--- src/rtl/mem_port_arbiter_if.sv ---
// Bus bundle for mem_port_arbiter: IF/MEM stage requests, stall/done feedback and the
// single-port memory handshake. The arbiter uses 'master'; the pipeline/memory side uses 'slave'.
interface mem_port_arbiter_if #(
    parameter int ADDR_W = 32,
    parameter int DATA_W = 32
);
    logic              if_rq;
    logic [ADDR_W-1:0] if_addr;
    logic [DATA_W-1:0] if_rdata;
    logic              if_done;
    logic              stall_if;
    logic              mem_rq;
    logic              mem_we;
    logic [ADDR_W-1:0] mem_addr;
    logic [DATA_W-1:0] mem_wdata;
    logic [DATA_W-1:0] mem_rdata_o;
    logic              mem_done;
    logic              stall_mem;
    logic              m_req;
    logic              m_we;
    logic [ADDR_W-1:0] m_addr;
    logic [DATA_W-1:0] m_wdata;
    logic [DATA_W-1:0] m_rdata;
    logic              m_ack;
    logic              err_spur;

    modport master (
        input  if_rq, if_addr, mem_rq, mem_we, mem_addr, mem_wdata, m_rdata, m_ack,
        output if_rdata, if_done, stall_if, mem_rdata_o, mem_done, stall_mem,
               m_req, m_we, m_addr, m_wdata, err_spur
    );

    modport slave (
        output if_rq, if_addr, mem_rq, mem_we, mem_addr, mem_wdata, m_rdata, m_ack,
        input  if_rdata, if_done, stall_if, mem_rdata_o, mem_done, stall_mem,
               m_req, m_we, m_addr, m_wdata, err_spur
    );
endinterface

--- src/rtl/mem_port_arbiter.sv ---
// Arbitrates one single-port memory between IF fetches and MEM loads/stores (MEM first).
// Define MEM_ARB_STARVE_GUARD_EN to force an IF grant after STARVE_MAX MEM grants.
module mem_port_arbiter #(
    parameter int ADDR_W     = 32,
    parameter int DATA_W     = 32,
    parameter int STARVE_MAX = 4
) (
    input  logic                clk,
    input  logic                rst,
    mem_port_arbiter_if.master  bus
);

    typedef enum logic [1:0] {IDLE, BUSY_IF, BUSY_MEM} state_t;

    state_t state, state_nxt;
    logic   if_ok, mem_ok, force_if, grant_if, grant_mem;

    if (ADDR_W < 1 || DATA_W < 1 || STARVE_MAX < 1) begin : g_param_check
        $error("mem_port_arbiter: bad parameters");
    end

    // A requester whose done is pulsing is still presenting the finished request.
    assign if_ok  = bus.if_rq  & ~bus.if_done;
    assign mem_ok = bus.mem_rq & ~bus.mem_done;

`ifdef MEM_ARB_STARVE_GUARD_EN
    localparam int CNT_W = ($clog2(STARVE_MAX + 1) > 3) ? $clog2(STARVE_MAX + 1) : 3;
    logic [CNT_W-1:0] starve_cnt;

    assign force_if = if_ok & (starve_cnt >= CNT_W'(STARVE_MAX));

    always_ff @(posedge clk) begin
        if (rst || !bus.if_rq || grant_if)
            starve_cnt <= '0;
        else if (grant_mem && if_ok && starve_cnt < CNT_W'(STARVE_MAX))
            starve_cnt <= starve_cnt + 1'b1;
    end
`else
    assign force_if = 1'b0;
`endif

    // A held mem_rq keeps priority even through its own done cycle, so IF can only
    // slip in when MEM has dropped its request or the starvation guard fires.
    assign grant_mem = (state == IDLE) & mem_ok & ~force_if;
    assign grant_if  = (state == IDLE) & if_ok & (~bus.mem_rq | force_if);

    assign bus.stall_if  = bus.if_rq  & ~bus.if_done;
    assign bus.stall_mem = bus.mem_rq & ~bus.mem_done;

    always_ff @(posedge clk) begin
        if (rst) state <= IDLE;
        else     state <= state_nxt;
    end

    always_comb begin
        state_nxt = state;
        unique case (state)
            IDLE: begin
                if (grant_mem)     state_nxt = BUSY_MEM;
                else if (grant_if) state_nxt = BUSY_IF;
            end
            BUSY_IF, BUSY_MEM: if (bus.m_ack) state_nxt = IDLE;
            default: state_nxt = IDLE;
        endcase
    end

    always_ff @(posedge clk) begin
        if (rst) begin
            bus.m_req       <= 1'b0;
            bus.m_we        <= 1'b0;
            bus.m_addr      <= '0;
            bus.m_wdata     <= '0;
            bus.if_rdata    <= '0;
            bus.mem_rdata_o <= '0;
            bus.if_done     <= 1'b0;
            bus.mem_done    <= 1'b0;
            bus.err_spur    <= 1'b0;
        end else begin
            bus.if_done  <= 1'b0;
            bus.mem_done <= 1'b0;
            unique case (state)
                IDLE: begin
                    if (bus.m_ack) bus.err_spur <= 1'b1;
                    if (grant_mem) begin
                        bus.m_req   <= 1'b1;
                        bus.m_we    <= bus.mem_we;
                        bus.m_addr  <= bus.mem_addr;
                        bus.m_wdata <= bus.mem_wdata;
                    end else if (grant_if) begin
                        bus.m_req  <= 1'b1;
                        bus.m_we   <= 1'b0;
                        bus.m_addr <= bus.if_addr;
                    end
                end
                BUSY_IF: if (bus.m_ack) begin
                    bus.m_req    <= 1'b0;
                    bus.if_done  <= 1'b1;
                    bus.if_rdata <= bus.m_rdata;
                end
                BUSY_MEM: if (bus.m_ack) begin
                    bus.m_req    <= 1'b0;
                    bus.mem_done <= 1'b1;
                    if (!bus.m_we) bus.mem_rdata_o <= bus.m_rdata;
                end
                default: ;
            endcase
        end
    end

endmodule
--- src/flat_wrapper.sv ---
// flat-port wrapper written by rule: the top's interface ports become plain ports
module mem_port_arbiter_flat 
#(
    parameter int ADDR_W     = 32,
    parameter int DATA_W     = 32,
    parameter int STARVE_MAX = 4
)
  (clk, rst, bus_if_rq, bus_if_addr, bus_mem_rq, bus_mem_we, bus_mem_addr, bus_mem_wdata, bus_m_rdata, bus_m_ack, bus_if_rdata, bus_if_done, bus_stall_if, bus_mem_rdata_o, bus_mem_done, bus_stall_mem, bus_m_req, bus_m_we, bus_m_addr, bus_m_wdata, bus_err_spur);
  mem_port_arbiter_if #(.ADDR_W(ADDR_W), .DATA_W(DATA_W)) bus_i ();
  input  logic clk;
  input  logic rst;
  input wire logic [$bits(bus_i.if_rq)-1:0] bus_if_rq;
  input wire logic [$bits(bus_i.if_addr)-1:0] bus_if_addr;
  input wire logic [$bits(bus_i.mem_rq)-1:0] bus_mem_rq;
  input wire logic [$bits(bus_i.mem_we)-1:0] bus_mem_we;
  input wire logic [$bits(bus_i.mem_addr)-1:0] bus_mem_addr;
  input wire logic [$bits(bus_i.mem_wdata)-1:0] bus_mem_wdata;
  input wire logic [$bits(bus_i.m_rdata)-1:0] bus_m_rdata;
  input wire logic [$bits(bus_i.m_ack)-1:0] bus_m_ack;
  output wire logic [$bits(bus_i.if_rdata)-1:0] bus_if_rdata;
  output wire logic [$bits(bus_i.if_done)-1:0] bus_if_done;
  output wire logic [$bits(bus_i.stall_if)-1:0] bus_stall_if;
  output wire logic [$bits(bus_i.mem_rdata_o)-1:0] bus_mem_rdata_o;
  output wire logic [$bits(bus_i.mem_done)-1:0] bus_mem_done;
  output wire logic [$bits(bus_i.stall_mem)-1:0] bus_stall_mem;
  output wire logic [$bits(bus_i.m_req)-1:0] bus_m_req;
  output wire logic [$bits(bus_i.m_we)-1:0] bus_m_we;
  output wire logic [$bits(bus_i.m_addr)-1:0] bus_m_addr;
  output wire logic [$bits(bus_i.m_wdata)-1:0] bus_m_wdata;
  output wire logic [$bits(bus_i.err_spur)-1:0] bus_err_spur;
  assign bus_i.if_rq = bus_if_rq;
  assign bus_i.if_addr = bus_if_addr;
  assign bus_i.mem_rq = bus_mem_rq;
  assign bus_i.mem_we = bus_mem_we;
  assign bus_i.mem_addr = bus_mem_addr;
  assign bus_i.mem_wdata = bus_mem_wdata;
  assign bus_i.m_rdata = bus_m_rdata;
  assign bus_i.m_ack = bus_m_ack;
  assign bus_if_rdata = bus_i.if_rdata;
  assign bus_if_done = bus_i.if_done;
  assign bus_stall_if = bus_i.stall_if;
  assign bus_mem_rdata_o = bus_i.mem_rdata_o;
  assign bus_mem_done = bus_i.mem_done;
  assign bus_stall_mem = bus_i.stall_mem;
  assign bus_m_req = bus_i.m_req;
  assign bus_m_we = bus_i.m_we;
  assign bus_m_addr = bus_i.m_addr;
  assign bus_m_wdata = bus_i.m_wdata;
  assign bus_err_spur = bus_i.err_spur;
  mem_port_arbiter #(.ADDR_W(ADDR_W), .DATA_W(DATA_W), .STARVE_MAX(STARVE_MAX)) u_core (.clk(clk), .rst(rst), .bus(bus_i));
endmodule
--- config.mk ---
export PLATFORM = sky130hd
export DESIGN_NAME = mem_port_arbiter_flat
export DESIGN_NICKNAME = d
export VERILOG_FILES = /design/src/rtl/mem_port_arbiter_if.sv /design/src/rtl/mem_port_arbiter.sv /design/src/flat_wrapper.sv
export SDC_FILE = /design/constraint.sdc
export NUM_CORES = 1
export LEC_CHECK = 0
export BUFFER_PORTS_ARGS = -buffer_cell sky130_fd_sc_hd__buf_2
export CORE_MARGIN = 5
export CORE_UTILIZATION = 43
export CTS_BUF_LIST = sky130_fd_sc_hd__clkbuf_8 sky130_fd_sc_hd__clkbuf_16
export DETAILED_ROUTE_END_ITERATION = 8
export PLACE_DENSITY_LB_ADDON = 0.08
export SETUP_SLACK_MARGIN = 0.2
export SYNTH_ARGS = -nofsm -noshare
export SYNTH_HDL_FRONTEND = slang
export SYNTH_SLANG_ARGS = --single-unit
--- constraint.sdc ---
create_clock -name clk -period 2 [get_ports clk]
set_input_delay 0.3 -clock clk [delete_from_list [all_inputs] [get_ports clk]]
set_output_delay 0.3 -clock clk [all_outputs]
set_load 0.1 [all_outputs]
==> results of run 1 <==
==> per-stage QoR <==
stage | cell area [um^2] | instances | hold slack (ns) | total power [mW] | setup slack, ns
finish | 7310 | 1052 | 0.119 | 8.85 | 0.243
global route | 7310 | 1052 | 0.115 | 9.20 | 0.203
CTS | 7270 | 1051 | 0.111 | 8.88 | 0.245
detailed placement | 6730 | 1020 | 0.445 | 6.04 | 0.246
global placement | 6730 | 1020 | 0.439 | 6.01 | 0.321
floorplan | 5290 | 645 | 0.406 | 5.47 | 0.209
==> final cells by class <==
cell class | instances | area [um^2] | area share
flip-flops and latches | 135 | 2710 | 0.370
inverters | 4 | 15.0 | 0.00205
clock inverters | 12 | 88.8 | 0.0121
clock buffers | 19 | 453 | 0.0619
well taps | 147 | 184 | 0.0252
multi-input cells | 451 | 2320 | 0.318
repair buffers | 284 | 1540 | 0.211
==> layer usage <==
metal  GRT usage  routed length [um]
met1       0.247                6330
met4      0.0850                 393
met2       0.371                8220
met3      0.0706                1540
met5           0                   0
==> placed cells by master, fill, tap and decap left out, drive strengths merged <==
cell,n
nor3,33
nor2b,2
or3b,1
buf,283
clkinv,8
clkbuf,20
nand3b,3
and3b,2
nand2,259
or3,1
inv,7
nand2b,2
bufinv,1
and2,1
nand3,1
o2bb2ai,1
nor3b,1
dfxtp,135
o21ai,1
o31ai,1
and4bb,1
a21oi,100
or2,1
nor2,3
ha,4
a311oi,33
==> sequential cells by signal, summed over array words and instances, names as in the netlist <==
| signal | count |
|---|---|
| u_core.bus.if_rdata | 32 |
| u_core.bus.m_addr | 32 |
| u_core.bus.m_wdata | 32 |
| u_core.bus.mem_rdata_o | 32 |
| u_core.state | 2 |
| u_core.bus.err_spur | 1 |
| u_core.bus.if_done | 1 |
| u_core.bus.m_req | 1 |
| u_core.bus.m_we | 1 |
| u_core.bus.mem_done | 1 |
==> kinds of logic (layout without fill, tap and decap cells) <==
kind of cell,after synthesis,count (layout),share of synthesized area
AO/OA/AOI/OAI,136,136,0.189
buffers and inverters,59,319,0.0500
flip-flops,135,135,0.512
adder cells (fa/ha/maj),4,4,0.00948
AND/OR/NAND/NOR,311,311,0.240
==> worst max-delay path: stages, from the launching register on <==
cell      delay, ns
dfxtp_2        0.33
nand2b_1       0.21
inv_1          0.08
buf_2          0.43
==> power breakdown <==
| group | internal [mW] | switching [mW] |
|---|---|---|
| clock | 1.74 | 1.10 |
| sequential | 2.92 | 0.118 |
| combinational | 0.602 | 2.37 |
| total | 5.26 | 3.58 |
==> worst paths after layout <==
kind                                from                      to  slack (ns)  cells past startpoint
setup / recovery     u_core.bus.mem_done           bus_stall_mem        0.24                      3
hold / removal          bus_mem_wdata[3]   u_core.bus.m_wdata[3]        0.12                      3
setup reg to reg         u_core.state[0]    u_core.bus.m_addr[8]        0.31                      6
hold reg to reg   u_core.bus.m_wdata[11]  u_core.bus.m_wdata[11]        0.45                      2
==> Yosys cell counts <==
cell,n,area (um^2)
a21oi_1,100,500
nand2_1,259,972
buf_4,1,7.51
nand3b_1,3,22.5
inv_1,4,15.0
buf_2,7,35.0
and3b_1,2,17.5
nor2_1,3,11.3
a311oi_1,3,26.3
nor3b_1,1,7.51
or2_1,1,6.26
buf_6,4,45.0
a311oi_2,30,450
and4bb_1,1,12.5
or3b_2,1,8.76
buf_1,1,3.75
clkbuf_1,42,158
o31ai_1,1,7.51
dfxtp_1,135,2700
nand3_1,1,5.00
o2bb2ai_1,1,8.76
or3_1,1,6.26
nand2b_1,2,12.5
and2_1,1,6.26
o21ai_0,1,5.00
ha_1,4,50.1
nor2b_1,2,12.5
nor3_1,33,165
==> timing repair <==
action / CTS / global route
hold buffers: 0 / 0
setup endpoints to repair: 0 / 32
resized for setup: 0 / 3
==> flow_metrics.env, run 1 <==
export IMPL_cp_start_kind="register"
export IMPL_vdd_drop_max_v=0.000636
export IMPL_layout_drive_gt1_share=0.385
export IMPL_coreArea_um2=12000
export IMPL_boundaryPins=269
export IMPL_start_util=0.440
export IMPL_fin_util=0.609
export IMPL_worst_pin_slew_ns=0.519
export IMPL_route_final_wire_length_mm=16.5
export IMPL_yosysWarnings=0
export IMPL_finalSetupTns_ns=0
export IMPL_hp_class="in2reg"
export IMPL_hold_violations=0
export IMPL_fin_crit_sh=0.878
export IMPL_fmax_mhz=569
export IMPL_yosysSeqAreaShare=0.512
export IMPL_die_height_um=121
export IMPL_grt_max_degree=73
export IMPL_clk_pin_slew_ns=0.06
export IMPL_rsz0062_at_grt="false"
export IMPL_rows=40
export IMPL_die_w_um=121
export IMPL_status="finished, final reports clean"
export IMPL_postCtsSetupBuffers=0
export IMPL_setup_viol=0
export IMPL_antenna_left=0
export IMPL_die_area_um2=14600
export IMPL_min_period_ns=1.76
export IMPL_post_synth_num_cell_types=28
export IMPL_firstDrtPassIters=5
export IMPL_syn_inst=645
export IMPL_nets=1031
export IMPL_synth_nets=783
export IMPL_drv_cap=0
export IMPL_cellPowerDensity_nw_per_um2=1210
export IMPL_syn_area_um2=5280
export IMPL_viasPerCell=5.18
export IMPL_cts_buffer_depth=2
export IMPL_gp_congestion=0.783
export IMPL_grt_pass1_vias=5210
export IMPL_finClkSkew_ns=0.00981
export IMPL_worstSetupPathType="reg2out"
export IMPL_grt_pass1_wl_mm=25.2
export IMPL_area_growth_pct=38.5
export IMPL_fillers=1122
export IMPL_clk_latency_ns=0.41
export IMPL_cp_arrival_ns=1.46
export IMPL_grt_remaining_overflow=0
export IMPL_ys_seq_elements=135
export IMPL_drtIter0Drc=215
export IMPL_worstSetupEndpointType="primary output"
export IMPL_num_antenna_cells=0
export IMPL_grt_use_total=0.216
export IMPL_critPathMaxFanout=4
export IMPL_routedWlPerCell_um=15.7
export IMPL_max_slew_margin_rel=0.656
export IMPL_drc_errors=0
export IMPL_avgSynthCellArea_um2=8.19
export IMPL_htreeDepth=4
export IMPL_power_leakage_nw=3.35
export IMPL_cts_num_sinks=135
export IMPL_required_ns=1.70
export IMPL_antenna_found_initial=0
export IMPL_dr_total_vias=5446
export IMPL_maxSlewViolCount=0
export IMPL_cts_tree="built"
export IMPL_io_buffers=268
export IMPL_cts_root_buf="clkbuf_16"
export IMPL_numCtsBuffers=17
export IMPL_hpwl_mm=11.6
Power figures use the tool's default switching activity.
==> run 2: changes to the inputs <==
- CORE_UTILIZATION: 43 -> 45
==> flow_metrics.env, run 2 (synthesis gave the netlist of run 1 again) <==
export IMPL_finalSetupTns_ns=0
export IMPL_dp_slack_ns=0.145
export IMPL_most_common_layout_cells="267 x buf_2, 259 x nand2_1, 133 x dfxtp_1"
export IMPL_hpwl_mm=11.5
export IMPL_worstHoldPathCells=3
export IMPL_clk_latency_ns=0.41
export IMPL_io_buffers=268
export IMPL_hold_violations=0
export IMPL_firstDrtPassIters=6
export IMPL_power_frac_comb=0.326
export IMPL_die_area_um2=14000
export IMPL_clk_pin_slew_ns=0.06
export IMPL_cp_arrival_ns=2.02
export IMPL_drtIter0Drc=276
export IMPL_die_height_um=118
export IMPL_cts_num_sinks=135
export IMPL_cts_buffer_depth=2
export IMPL_netSwitchingPower_mw=3.61
export IMPL_grt_pass1_wl_mm=25.7
export IMPL_dp_cells=1014
export IMPL_grt_remaining_overflow=0
export IMPL_min_to="u_core.bus.m_wdata[10]"
export IMPL_r2r_setup_slack_ns=0.25
export IMPL_drv_cap=0
export IMPL_worstSetupEndpointType="register"
export IMPL_r2r_start="u_core.state[0]"
export IMPL_cellPowerDensity_nw_per_um2=1250
export IMPL_fin_crit_sh=0.876
export IMPL_grt_use_total=0.225
export IMPL_p_seq_frac=0.325
export IMPL_reg2reg_to="u_core.bus.m_addr[17]"
export IMPL_die_w_um=118
export IMPL_area_growth_pct=41.4
export IMPL_layout_drive_gt1_share=0.390
export IMPL_drc_errors=0
export IMPL_gp_congestion=0.786
export IMPL_min_period_ns=1.75
export IMPL_routedWlPerCell_um=16.2
export IMPL_p_total_mw=9.34
export IMPL_dr_total_vias=5423
export IMPL_nets=1035
export IMPL_fin_ws_ns=0.248
export IMPL_power_internal_mw=5.73
export IMPL_vdd_drop_max_v=0.000906
export IMPL_grt_pass1_vias=5211
export IMPL_ctsHoldBuffers=0
export IMPL_fmax_mhz=571
export IMPL_layout_cells_non_filler=1052
export IMPL_cts_tree="built"
export IMPL_switching_share=0.387
export IMPL_boundaryPins=269
export IMPL_cts_root_buf="clkbuf_16"
export IMPL_reg2reg_depth=7
export IMPL_start_util=0.461
export IMPL_route_final_wire_length_mm=17.1
export IMPL_required_ns=2.27
export IMPL_worst_pin_slew_ns=0.559
export IMPL_power_leakage_nw=3.42
export IMPL_coreArea_um2=11500
export IMPL_finClkSkew_ns=0.00631
export IMPL_clkPwrFrac=0.349
export IMPL_grt_max_degree=93
export IMPL_fillers=1043
export IMPL_hp_class="in2reg"
export IMPL_antenna_left=0
export IMPL_postPlaceCellArea_um2=6710
export IMPL_numCtsBuffers=17
export IMPL_max_slew_margin_rel=0.627
export IMPL_worstSetupPathType="reg2reg"
export IMPL_min_delay_start="bus_mem_wdata[10]"
export IMPL_rsz0062_at_grt="false"
export IMPL_final_common_cell="buf_2"
export IMPL_cp_start_kind="register"
export IMPL_htreeDepth=4
export IMPL_status="finished, final reports clean"
export IMPL_rows=39
export IMPL_antenna_found_initial=1
export IMPL_setup_viol=0
export IMPL_design_area_um2=7470
export IMPL_maxSlewViolCount=0
export IMPL_critPathMaxFanout=46
export IMPL_viasPerCell=5.15
[run 2: changes by cell type in the layout (fill, tap and decap cells not counted), sizes merged]
| cell | change |
|---|---|
| inv | -2 |
| buf | +2 |
| diode | +1 |
| bufinv | +3 |
| clkinv | -3 |
| clkbuf | +3 |
[run 2: stage by stage]
step	hold slack, ns	utilization
after floorplan	0.406	-
after global placement	0.439	0.585
after detailed placement	0.443	0.585
after CTS	0.106	0.639
after global routing	0.120	0.651
final	0.124	0.651
[run 2: cell type report]
| type | count | area [um^2] | area share |
|---|---|---|---|
| sequential | 135 | 2710 | 0.362 |
| multi-input combinational | 451 | 2330 | 0.311 |
| timing repair buffer | 288 | 1620 | 0.217 |
| clock buffer | 20 | 467 | 0.0625 |
| tap | 143 | 179 | 0.0240 |
| clock inverter | 10 | 153 | 0.0204 |
| inverter | 4 | 15.0 | 0.00201 |
| antenna | 1 | 2.50 | 0.000335 |
[run 2: timing repair]
| item | CTS | global route |
|---|---|---|
| resized for setup | 1 | 9 |
| cloned | 0 | 4 |
| endpoints found under the setup margin | 32 | 33 |
| setup buffers | 0 | 3 |
| pin swaps | 0 | 2 |
[run 2: power groups by stage]
stage               clock (mW)  sequential, mW  combinational, mW
floorplan                    0            4.68              0.794
global placement             0            3.08               2.90
detailed placement           0            3.09               2.93
CTS                       3.30            3.04               2.94
global route              3.44            3.06               3.18
finish                    3.26            3.04               3.04
[run 2: worst max-delay path by stage]
| stage | startpoint | end | cells past startpoint |
|---|---|---|---|
| 4_1_cts | u_core.state[0] | u_core.bus.m_addr[4] | 6 |
| 3_3_place_gp | u_core.state[0] | u_core.bus.m_addr[22] | 6 |
| 5_1_grt | u_core.state[0] | u_core.bus.m_addr[8] | 7 |
| 2_1_floorplan | u_core.bus.m_we | u_core.bus.mem_rdata_o[10] | 4 |
| 3_5_place_dp | u_core.state[0] | u_core.bus.m_addr[4] | 6 |
| 6_report | u_core.state[0] | u_core.bus.m_addr[17] | 7 |
[run 2: layer usage]
metal,global-route usage,share of wire
met2,0.388,0.50
met5,0,0
met4,0.0932,0.023
met3,0.0755,0.077
met1,0.254,0.40
[run 2: critical path, stage by stage (launching register included)]
cell	delay [ns]
dfxtp_1	0.36
inv_1	0.09
ha_1	0.23
and3b_2	0.25
buf_4	0.16
buf_16	0.17
nor3_1	0.26
a311oi_2	0.07
